`src/rtl/ariane_pkg.sv`:
```
// Minimal stand-in for the accelerator interface types of ariane_pkg.
// Only the fields the dispatcher path carries are modelled; layouts are opaque to the arbiter.
package ariane_pkg;

    localparam int unsigned TRANS_ID_BITS = 3;
    localparam int unsigned XLEN          = 64;

    typedef struct packed {
        logic [31:0]              insn;
        logic [XLEN-1:0]          rs1;
        logic [XLEN-1:0]          rs2;
        logic [TRANS_ID_BITS-1:0] trans_id;
    } accelerator_req_t;

    typedef struct packed {
        logic [TRANS_ID_BITS-1:0] trans_id;
        logic [XLEN-1:0]          result;
        logic                     error;
    } accelerator_resp_t;

endpackage

```
`src/rtl/fifo_v3.sv`:
```
// Port-compatible fifo_v3 (common_cells): circular buffer with optional fall-through,
// where a push into an empty FIFO is visible on data_o in the same cycle.
module fifo_v3 #(
    parameter bit          FALL_THROUGH = 1'b0,
    parameter int unsigned DATA_WIDTH   = 32,
    parameter int unsigned DEPTH        = 8,
    parameter type         dtype        = logic [DATA_WIDTH-1:0],
    parameter int unsigned ADDR_DEPTH   = (DEPTH > 1) ? $clog2(DEPTH) : 1
) (
    input  logic                  clk_i,
    input  logic                  rst_ni,
    input  logic                  flush_i,
    input  logic                  testmode_i,
    output logic                  full_o,
    output logic                  empty_o,
    output logic [ADDR_DEPTH-1:0] usage_o,
    input  dtype                  data_i,
    input  logic                  push_i,
    output dtype                  data_o,
    input  logic                  pop_i
);

    localparam int unsigned FifoDepth = (DEPTH > 0) ? DEPTH : 1;

    logic [ADDR_DEPTH-1:0] rd_ptr_q, rd_ptr_d;
    logic [ADDR_DEPTH-1:0] wr_ptr_q, wr_ptr_d;
    logic [ADDR_DEPTH:0]   cnt_q, cnt_d;
    dtype                  mem_q [FifoDepth];
    dtype                  mem_d [FifoDepth];
    logic                  unused_testmode;

    assign unused_testmode = testmode_i;
    assign usage_o = cnt_q[ADDR_DEPTH-1:0];
    assign full_o  = (cnt_q == (ADDR_DEPTH+1)'(FifoDepth));
    assign empty_o = (cnt_q == '0) & ~(FALL_THROUGH & push_i);

    always_comb begin
        rd_ptr_d = rd_ptr_q;
        wr_ptr_d = wr_ptr_q;
        cnt_d    = cnt_q;
        mem_d    = mem_q;
        data_o   = mem_q[rd_ptr_q];

        if (push_i && !full_o) begin
            mem_d[wr_ptr_q] = data_i;
            wr_ptr_d = (wr_ptr_q == ADDR_DEPTH'(FifoDepth - 1)) ? '0 : wr_ptr_q + 1'b1;
            cnt_d    = cnt_q + 1'b1;
        end
        if (pop_i && !empty_o) begin
            rd_ptr_d = (rd_ptr_q == ADDR_DEPTH'(FifoDepth - 1)) ? '0 : rd_ptr_q + 1'b1;
            cnt_d    = cnt_d - 1'b1;
        end
        // Fall-through: an entry pushed and popped while empty never occupies storage.
        if (FALL_THROUGH && (cnt_q == '0) && push_i) begin
            data_o = data_i;
            if (pop_i) begin
                cnt_d    = cnt_q;
                rd_ptr_d = rd_ptr_q;
                wr_ptr_d = wr_ptr_q;
            end
        end
        if (flush_i) begin
            rd_ptr_d = '0;
            wr_ptr_d = '0;
            cnt_d    = '0;
        end
    end

    always_ff @(posedge clk_i or negedge rst_ni) begin
        if (!rst_ni) begin
            rd_ptr_q <= '0;
            wr_ptr_q <= '0;
            cnt_q    <= '0;
            mem_q    <= '{default: '0};
        end else begin
            rd_ptr_q <= rd_ptr_d;
            wr_ptr_q <= wr_ptr_d;
            cnt_q    <= cnt_d;
            mem_q    <= mem_d;
        end
    end

endmodule

```
`src/rtl/acc_port_arbiter.sv`:
```
// Shares one accelerator between NrPorts dispatcher ports: round-robin request grant with
// lock-on-stall, and in-order response routing through a queue of granted port indices.
module acc_port_arbiter
    import ariane_pkg::*;
#(
    parameter int unsigned NrPorts        = 2,
    parameter int unsigned MaxOutstanding = 4
) (
    input  logic                                  clk_i,
    input  logic                                  rst_ni,
    input  accelerator_req_t  [NrPorts-1:0]       req_i,
    input  logic              [NrPorts-1:0]       req_valid_i,
    output logic              [NrPorts-1:0]       req_ready_o,
    output accelerator_resp_t [NrPorts-1:0]       resp_o,
    output logic              [NrPorts-1:0]       resp_valid_o,
    input  logic              [NrPorts-1:0]       resp_ready_i,
    output accelerator_req_t                      acc_req_o,
    output logic                                  acc_req_valid_o,
    input  logic                                  acc_req_ready_i,
    input  accelerator_resp_t                     acc_resp_i,
    input  logic                                  acc_resp_valid_i,
    output logic                                  acc_resp_ready_o,
    output logic [$clog2(MaxOutstanding):0]       outstanding_o
);

    localparam int unsigned IdxW = $clog2(NrPorts);
    localparam int unsigned CntW = $clog2(MaxOutstanding) + 1;
    localparam logic [CntW-1:0] CntMax = CntW'(MaxOutstanding);

    logic [IdxW-1:0] rr_q, rr_d;
    logic            lock_q, lock_d;
    logic [IdxW-1:0] lock_idx_q, lock_idx_d;
    logic [CntW-1:0] count_q, count_d;

    logic [IdxW-1:0] arb_idx, cand, grant_idx, head_idx;
    logic            found, not_full, push, pop;
    logic            fifo_empty, fifo_full;
    logic [CntW-2:0] fifo_usage;
    logic            unused_fifo_status;

    assign unused_fifo_status = ^{fifo_full, fifo_usage};

    // First valid port at or after rr_q, wrapping around.
    always_comb begin
        arb_idx = rr_q;
        cand    = rr_q;
        found   = 1'b0;
        for (int unsigned i = 0; i < NrPorts; i++) begin
            cand = IdxW'((32'(rr_q) + i) % NrPorts);
            if (!found && req_valid_i[cand]) begin
                found   = 1'b1;
                arb_idx = cand;
            end
        end
    end

    // Handshakes: a transfer happens in a cycle where valid and ready are both 1; valid
    // never depends on ready, and all valid/ready outputs are forced low while in reset.
    always_comb begin
        not_full        = (count_q < CntMax);
        grant_idx       = lock_q ? lock_idx_q : arb_idx;
        acc_req_valid_o = rst_ni && (|req_valid_i) && not_full;
        acc_req_o       = req_i[grant_idx];
        push            = acc_req_valid_o && acc_req_ready_i;
        req_ready_o     = '0;
        if (push) begin
            req_ready_o[grant_idx] = 1'b1;
        end

        lock_d     = acc_req_valid_o && !acc_req_ready_i;
        lock_idx_d = grant_idx;
        rr_d       = push ? IdxW'((32'(grant_idx) + 1) % NrPorts) : rr_q;

        resp_valid_o     = '0;
        acc_resp_ready_o = 1'b0;
        for (int unsigned p = 0; p < NrPorts; p++) begin
            resp_o[p] = acc_resp_i;
        end
        if (!fifo_empty) begin
            resp_valid_o[head_idx] = acc_resp_valid_i;
            acc_resp_ready_o       = resp_ready_i[head_idx];
        end
        pop = acc_resp_valid_i && acc_resp_ready_o;

        unique case ({push, pop})
            2'b10:   count_d = count_q + 1'b1;
            2'b01:   count_d = count_q - 1'b1;
            default: count_d = count_q;
        endcase
    end

    assign outstanding_o = count_q;

    always_ff @(posedge clk_i or negedge rst_ni) begin
        if (!rst_ni) begin
            rr_q       <= '0;
            lock_q     <= 1'b0;
            lock_idx_q <= '0;
            count_q    <= '0;
        end else begin
            rr_q       <= rr_d;
            lock_q     <= lock_d;
            lock_idx_q <= lock_idx_d;
            count_q    <= count_d;
        end
    end

    // Fall-through so a response in the same cycle as its request still finds its port.
    fifo_v3 #(
        .FALL_THROUGH (1'b1),
        .DATA_WIDTH   (IdxW),
        .DEPTH        (MaxOutstanding)
    ) i_port_id_fifo (
        .clk_i      (clk_i),
        .rst_ni     (rst_ni),
        .flush_i    (1'b0),
        .testmode_i (1'b0),
        .full_o     (fifo_full),
        .empty_o    (fifo_empty),
        .usage_o    (fifo_usage),
        .data_i     (grant_idx),
        .push_i     (push),
        .data_o     (head_idx),
        .pop_i      (pop)
    );

    always @(posedge clk_i) begin
        if (rst_ni) begin
            assert (!(acc_resp_valid_i && fifo_empty))
                else $error("acc_port_arbiter: accelerator response with no outstanding request");
            assert ({fifo_full, fifo_usage} == count_q)
                else $error("acc_port_arbiter: outstanding counter disagrees with port-ID queue");
        end
    end

endmodule
```
`config.mk`:
```
export PLATFORM = sky130hd
export DESIGN_NAME = acc_port_arbiter
export DESIGN_NICKNAME = d
export VERILOG_FILES = /design/src/rtl/ariane_pkg.sv /design/src/rtl/fifo_v3.sv /design/src/rtl/acc_port_arbiter.sv
export SDC_FILE = /design/constraint.sdc
export NUM_CORES = 1
export LEC_CHECK = 0
export ABC_AREA = 1
export BUFFER_PORTS_ARGS = -buffer_cell sky130_fd_sc_hd__buf_2
export CAP_MARGIN = 0
export CORE_AREA = 2 2 277 279
export DETAILED_ROUTE_END_ITERATION = 12
export DIE_AREA = 0 0 279 281
export HOLD_SLACK_MARGIN = 0.03
export PLACE_DENSITY = 0.3
export RECOVER_POWER = 25
export SLEW_MARGIN = 20
export SYNTH_ARGS = -nofsm -noshare
export SYNTH_HDL_FRONTEND = slang
export SYNTH_SLANG_ARGS = --single-unit
export TNS_END_PERCENT = 5
```
`constraint.sdc`:
```
create_clock -name clk_i -period 5.3 [get_ports clk_i]
set_input_delay 1.06 -clock clk_i [delete_from_list [all_inputs] [get_ports clk_i]]
set_output_delay 1.06 -clock clk_i [all_outputs]
set_load 0.005 [all_outputs]
```
### Yosys cells after proc, flatten, opt, wreduce, memory -nomap -nowiden

Cells that the tools add are included.

| word-level totals | value |
|---|---|
| register bits after elaboration | 17 |
| latch bits | 0 |
| bits in writable memories | 0 |
| ROM bits | 0 |
| input port bits | 402 |
| output and inout bits | 308 |
| word-level logic and storage cells | 97 |
| memories | 0 |

| operators by class | value |
|---|---|
| add/subtract/negate cells | 8 |
| $mul | 0 |
| divide/modulo/power cells | 0 |
| $lt $le $gt $ge | 10 |
| equal/unequal tests | 6 |
| shifts and indexed selects | 0 |
| muxes and demuxes | 38 |
| bitwise operators | 5 |
| reductions and logical operators | 19 |

Operators by type and width:

| cell | count |
|---|---|
| $mux 163 | 2 |
| $mux 2 | 10 |
| $mux 1 | 16 |
| $logic_and 1x1->1 | 12 |
| $mux 3 | 4 |
| $lt 1x2->1 const B | 4 |
| $add 3x1->3 const B | 2 |
| $eq 2x2->1 const B | 3 |
| $ge 3x3->1 const B | 2 |
| $not 2->3 | 2 |
| $pmux 3 s2 | 1 |
| $sub 3x1->3 const B | 2 |
| $add 2x1->2 const B | 2 |
| $bwmux 4 | 1 |
| $logic_not 1->1 | 4 |
| $eq 3x3->1 const B | 1 |
| $logic_not 3->1 | 1 |
| $lt 3x1->1 const B | 1 |
| $lt 3x3->1 const B | 1 |
| $add 1x1->1 const B | 2 |
| $and 2x2->2 | 1 |
| $bmux 1 s2 | 1 |
| $demux 1 s1 | 2 |
| $demux 1 s2 | 1 |
| 7 further kinds | 8 |

### Logic depth before layout (Yosys ltp)

| depth | value |
|---|---|
| word-level depth | 16 |
| mapped depth | 15 |
| depth with buffers taken out | 15 |

### Hierarchy

Synthesis repeated with hierarchy kept, for this count alone.

| unflattened totals | value |
|---|---|
| cell total of the unflattened synthesis | 835 |
| area total of the unflattened synthesis | 4480.5 µm² |

By module, submodules not included:

| module | times used | cells each | area an instance (µm²) | seq. area each (µm²) |
|---|---|---|---|---|
| acc_port_arbiter | 1 | 729 | 3722.3 | 150.1 |
| fifo_v3 | 1 | 106 | 758.2 | 275.3 |

### Worst setup path after synthesis

Ideal clock, no wire load.

| timing path | value |
|---|---|
| kind | input port to output port |
| start | input port req_valid_i[0] |
| end | output port acc_req_o[100] (netlist bit) |
| data arrival time | 1981 ps |
| required time | 4240 ps |
| path slack | 2259 ps |
| stages | 10 |
| path buffers | 2 |
| path through | inv_2 -> nand2_1 -> nand2_1 -> nand2_1 -> nand2_1 -> inv_2 -> buf_2 -> clkbuf_1 -> nand2_1 -> nand2_1 |

RTL lines:

| what | line | text |
|---|---|---|
| from (decl) | acc_port_arbiter.sv:12 | `input logic [NrPorts-1:0] req_valid_i,` |
| to (decl) | acc_port_arbiter.sv:17 | `output accelerator_req_t acc_req_o,` |

### Final worst setup path

| timing path | value |
|---|---|
| start | input port rst_ni |
| end | output port acc_resp_ready_o |

| on the way | value |
|---|---|
| cells in the longest elaborated chain, start to end | 8 |
| elaborated cells on any way between the ends | 10 |
| those cells by class | 4 x mux; 2 x bitwise; 4 x reduce/logical |

RTL lines:

| what | line | text |
|---|---|---|
| from (decl) | acc_port_arbiter.sv:10 | `input logic rst_ni,` |
| $logic_and 1x1->1 * (2 in a row) | acc_port_arbiter.sv:62 | `acc_req_valid_o = rst_ni && (\|req_valid_i) && not_full;` |
| $logic_and 1x1->1 * | acc_port_arbiter.sv:64 | `push = acc_req_valid_o && acc_req_ready_i;` |
| $logic_and 1x1->1 | fifo_v3.sv:54 | `if (FALL_THROUGH && (cnt_q == '0) && push_i) begin` |
| $mux 1 | fifo_v3.sv:54 |  |
| $mux 1 (implied by the code) (2 in a row) | acc_port_arbiter.sv:81 | `acc_resp_ready_o = resp_ready_i[head_idx];` |
| $mux 1 * | acc_port_arbiter.sv:79 | `if (!fifo_empty) begin` |
| to (decl) | acc_port_arbiter.sv:22 | `output logic acc_resp_ready_o,` |

Mark *: on every way between the ends. The rest lies on a longest branch, timed or not. The select of a mux whose other input is x is not followed.

==> results.sh <==
export IMPL_track_usage_pct=6.60
export IMPL_grt_pass1_wl_um=38300
export IMPL_clock_latency_ns=0.25
export IMPL_path_cells="clkbuf_1, inv_1, nor2_2, nand3_4, nor2_4, nand2_2, nand3_2, nand2_2, nor2_4, buf_2"
export IMPL_yosysTopAreaCell="nand2_1"
export IMPL_busiest_layer="met2"
export IMPL_cts_setup_buffers=0
export IMPL_synth_edff_count=0
export IMPL_synth_area_leaders="nand2_1 (47%), buf_4 (25%), dfrtp_1 (10%), ha_1 (2.7%), buf_2 (2.2%)"
export IMPL_status="finished, final reports clean"
export IMPL_ios=710
export IMPL_first_global_vias=5752
export IMPL_tightest_slew_ns=1.11
export IMPL_slew_headroom_pct=25.9
export IMPL_die_width_um=279
export IMPL_viasPerCell=2.77
export IMPL_fmax_mhz=245
export IMPL_syn_area_um2=4170
export IMPL_cp_end_kind="output pin"
export IMPL_drc=0
export IMPL_final_cell_mix="nand2_1 (525), buf_2 (501), inv_1 (17), dfrtp_1 (17), ha_1 (9)"
export IMPL_firstDrtPassIters=4
export IMPL_setup_tns_ns=0
export IMPL_leakage_nw=4.14
export IMPL_p_per_area_nw_per_um2=314
export IMPL_dieHeight_um=281
export IMPL_ys_flop_type="dfrtp_1"
export IMPL_yosysSeqAreaShare_pct=10.2
export IMPL_cts_buffers=3
export IMPL_synth_fp_nets=1214
export IMPL_core_area_um2=75400
export IMPL_met1_usage_pct=7.05
export IMPL_place_congestion=0.818
export IMPL_numClockSinks=17
export IMPL_dp_hpwl_um=25500
export IMPL_antenna_found_initial=18
export IMPL_drtIter0Drc=155
export IMPL_h_tree_depth=1
export IMPL_start_kind="primary input"
export IMPL_met3_usage_pct=2.64
export IMPL_ys_ff_latch=17
export IMPL_cap_violations=0
export IMPL_grt_overflow=0
export IMPL_netlist_area_leader_share_pct=47.4
export IMPL_timing_final_hold_violations=0
export IMPL_nNetsFinal=1559
export IMPL_cts_resized=0
export IMPL_grt_max_degree=111
export IMPL_num_vias=5890
export IMPL_port_buffers=505
export IMPL_syn_area_per_cell_um2=5.19
export IMPL_final_layout_size_suffix_gt1_share_pct=46.9
export IMPL_cts_root_buf="clkbuf_16"
export IMPL_synthArstFlopShare_pct=100
export IMPL_hold_path_class="reg2reg"
export IMPL_setup_viol=0
export IMPL_fin_cells=2128
export IMPL_globalRouteMet2Util_pct=12.4
export IMPL_period_share_pct=77.0
export IMPL_r2r_slack_ns=2.28
export IMPL_post_place_cells=2120
export IMPL_finalClockSkew_ns=0.00716
export IMPL_required_ns=4.24
export IMPL_rsz0062_at_grt="no"
export IMPL_clock_path_buffers=2
export IMPL_start_util_pct=5.52
export IMPL_finalCriticalPeriod_ns=4.08
export IMPL_area_delta_synth_final_pct=66.0
export IMPL_final_common_cell="nand2_1"
export IMPL_criticalPathCategory="in2out"
export IMPL_hold_buffers=0
export IMPL_syn_inst=802
export IMPL_core_rowCount=101
export IMPL_die_area_um2=78400
export IMPL_ys_types=31
export IMPL_wl_um=28300
export IMPL_finalMaxSlewViolations=0
export IMPL_crit_path_max_fanout=19
export IMPL_arrival_ns=3.02
export IMPL_vdd_drop_max_mv=0.220
export IMPL_wl_per_cell_um=13.3
export IMPL_worst_path_max_delay_cell="clkbuf_1"
export IMPL_yosysWarnings=0
export IMPL_cts_tree="yes"
export IMPL_postRouteAntennaNets=0
export IMPL_cpPeakStageDelay_ns=0.80
export IMPL_clk_pin_slew_ns=0.06
metal layers:
metal | wire [um] | up-vias
li1 | - | 2949
met1 | 10500 | 2483
met2 | 14200 | 399
met3 | 3030 | 51
met4 | 545 | 8
met5 | 52 | -
flip-flops by register name, summed over array words and instances, names as in the netlist:
register	flops
rr_q	1
i_port_id_fifo.wr_ptr_q	2
i_port_id_fifo.rd_ptr_q	2
lock_idx_q	1
outstanding_o	3
lock_q	1
i_port_id_fifo.mem_q	4
i_port_id_fifo.cnt_q	3
metrics by stage:
step / worst slack, ns / total power [W] / hold WS, ns / cell area [um2] / utilization [%]
6_report: 1.22 / 0.00217 / 0.493 / 6910 / 9.16
5_1_grt: 0.864 / 0.00245 / 0.513 / 6900 / 9.15
4_1_cts: 1.47 / 0.00224 / 0.492 / 6910 / 9.16
3_5_place_dp: 1.41 / 0.00207 / 0.477 / 6830 / 9.05
3_3_place_gp: 1.30 / 0.00208 / 0.477 / 6830 / 9.05
2_1_floorplan: 2.26 / 0.00129 / 0.453 / 4170 / -
Yosys cell counts (all sizes together), types with 2 or more instances:
library cell / n
nand2: 531
buf: 158
inv: 22
dfrtp: 17
clkbuf: 15
nand3: 11
nor2: 11
ha: 9
o21ai: 8
a21oi: 6
xor2: 5
nand4: 2
cells by family (layout without fill, tap and decap cells):
kind of cell	after synthesis	in the layout	synth area share, %
and+or+nand+nor	558	558	52.6
buffers and inverters	196	540	30.5
DFF	17	17	10.2
AOI/OAI and AO/OA	14	14	1.77
adders and majority gates	10	10	3.18
xor gates and xnor gates	6	6	1.44
muxes	1	1	0.270
other	0	4	0
critical path: cells and delay by family:
family,cells,cell delay (ns)
and+or+nand+nor,7,0.87
buffers and inverters,3,1.08
cell type report:
cell class                      instances  area (um2)
Multi-Input combinational cell        589        2470
Antenna cell                            4        10.0
Inverter                               23        91.3
Clock inverter                          1        5.00
Clock buffer                            3        75.1
Fill cell                            9022       68500
Sequential cell                        17         425
Timing Repair Buffer                  513        2610
Tap cell                              978        1220
worst paths after layout:
check	start	endpoint	cells past startpoint
setup / recovery	rst_ni	acc_resp_ready_o	10
hold / removal	i_port_id_fifo.mem_q[1]	i_port_id_fifo.mem_q[1]	2
setup reg to reg	rr_q	outstanding_o[2]	15
hold reg to reg	i_port_id_fifo.mem_q[1]	i_port_id_fifo.mem_q[1]	2
max in group asynchronous	rst_ni	outstanding_o[1]	1
min in group asynchronous	rst_ni	i_port_id_fifo.cnt_q[1]	1
power breakdown:
| part | switching (W) | total [W] | internal [W] |
|---|---|---|---|
| logic | 0.00105 | 0.00177 | 0.000717 |
| clock network | 0.0000526 | 0.000154 | 0.000101 |
| registers | 0.0000554 | 0.000246 | 0.000191 |
| total | 0.00116 | 0.00217 | 0.00101 |
No activity file was read; power rests on OpenSTA's default activity.
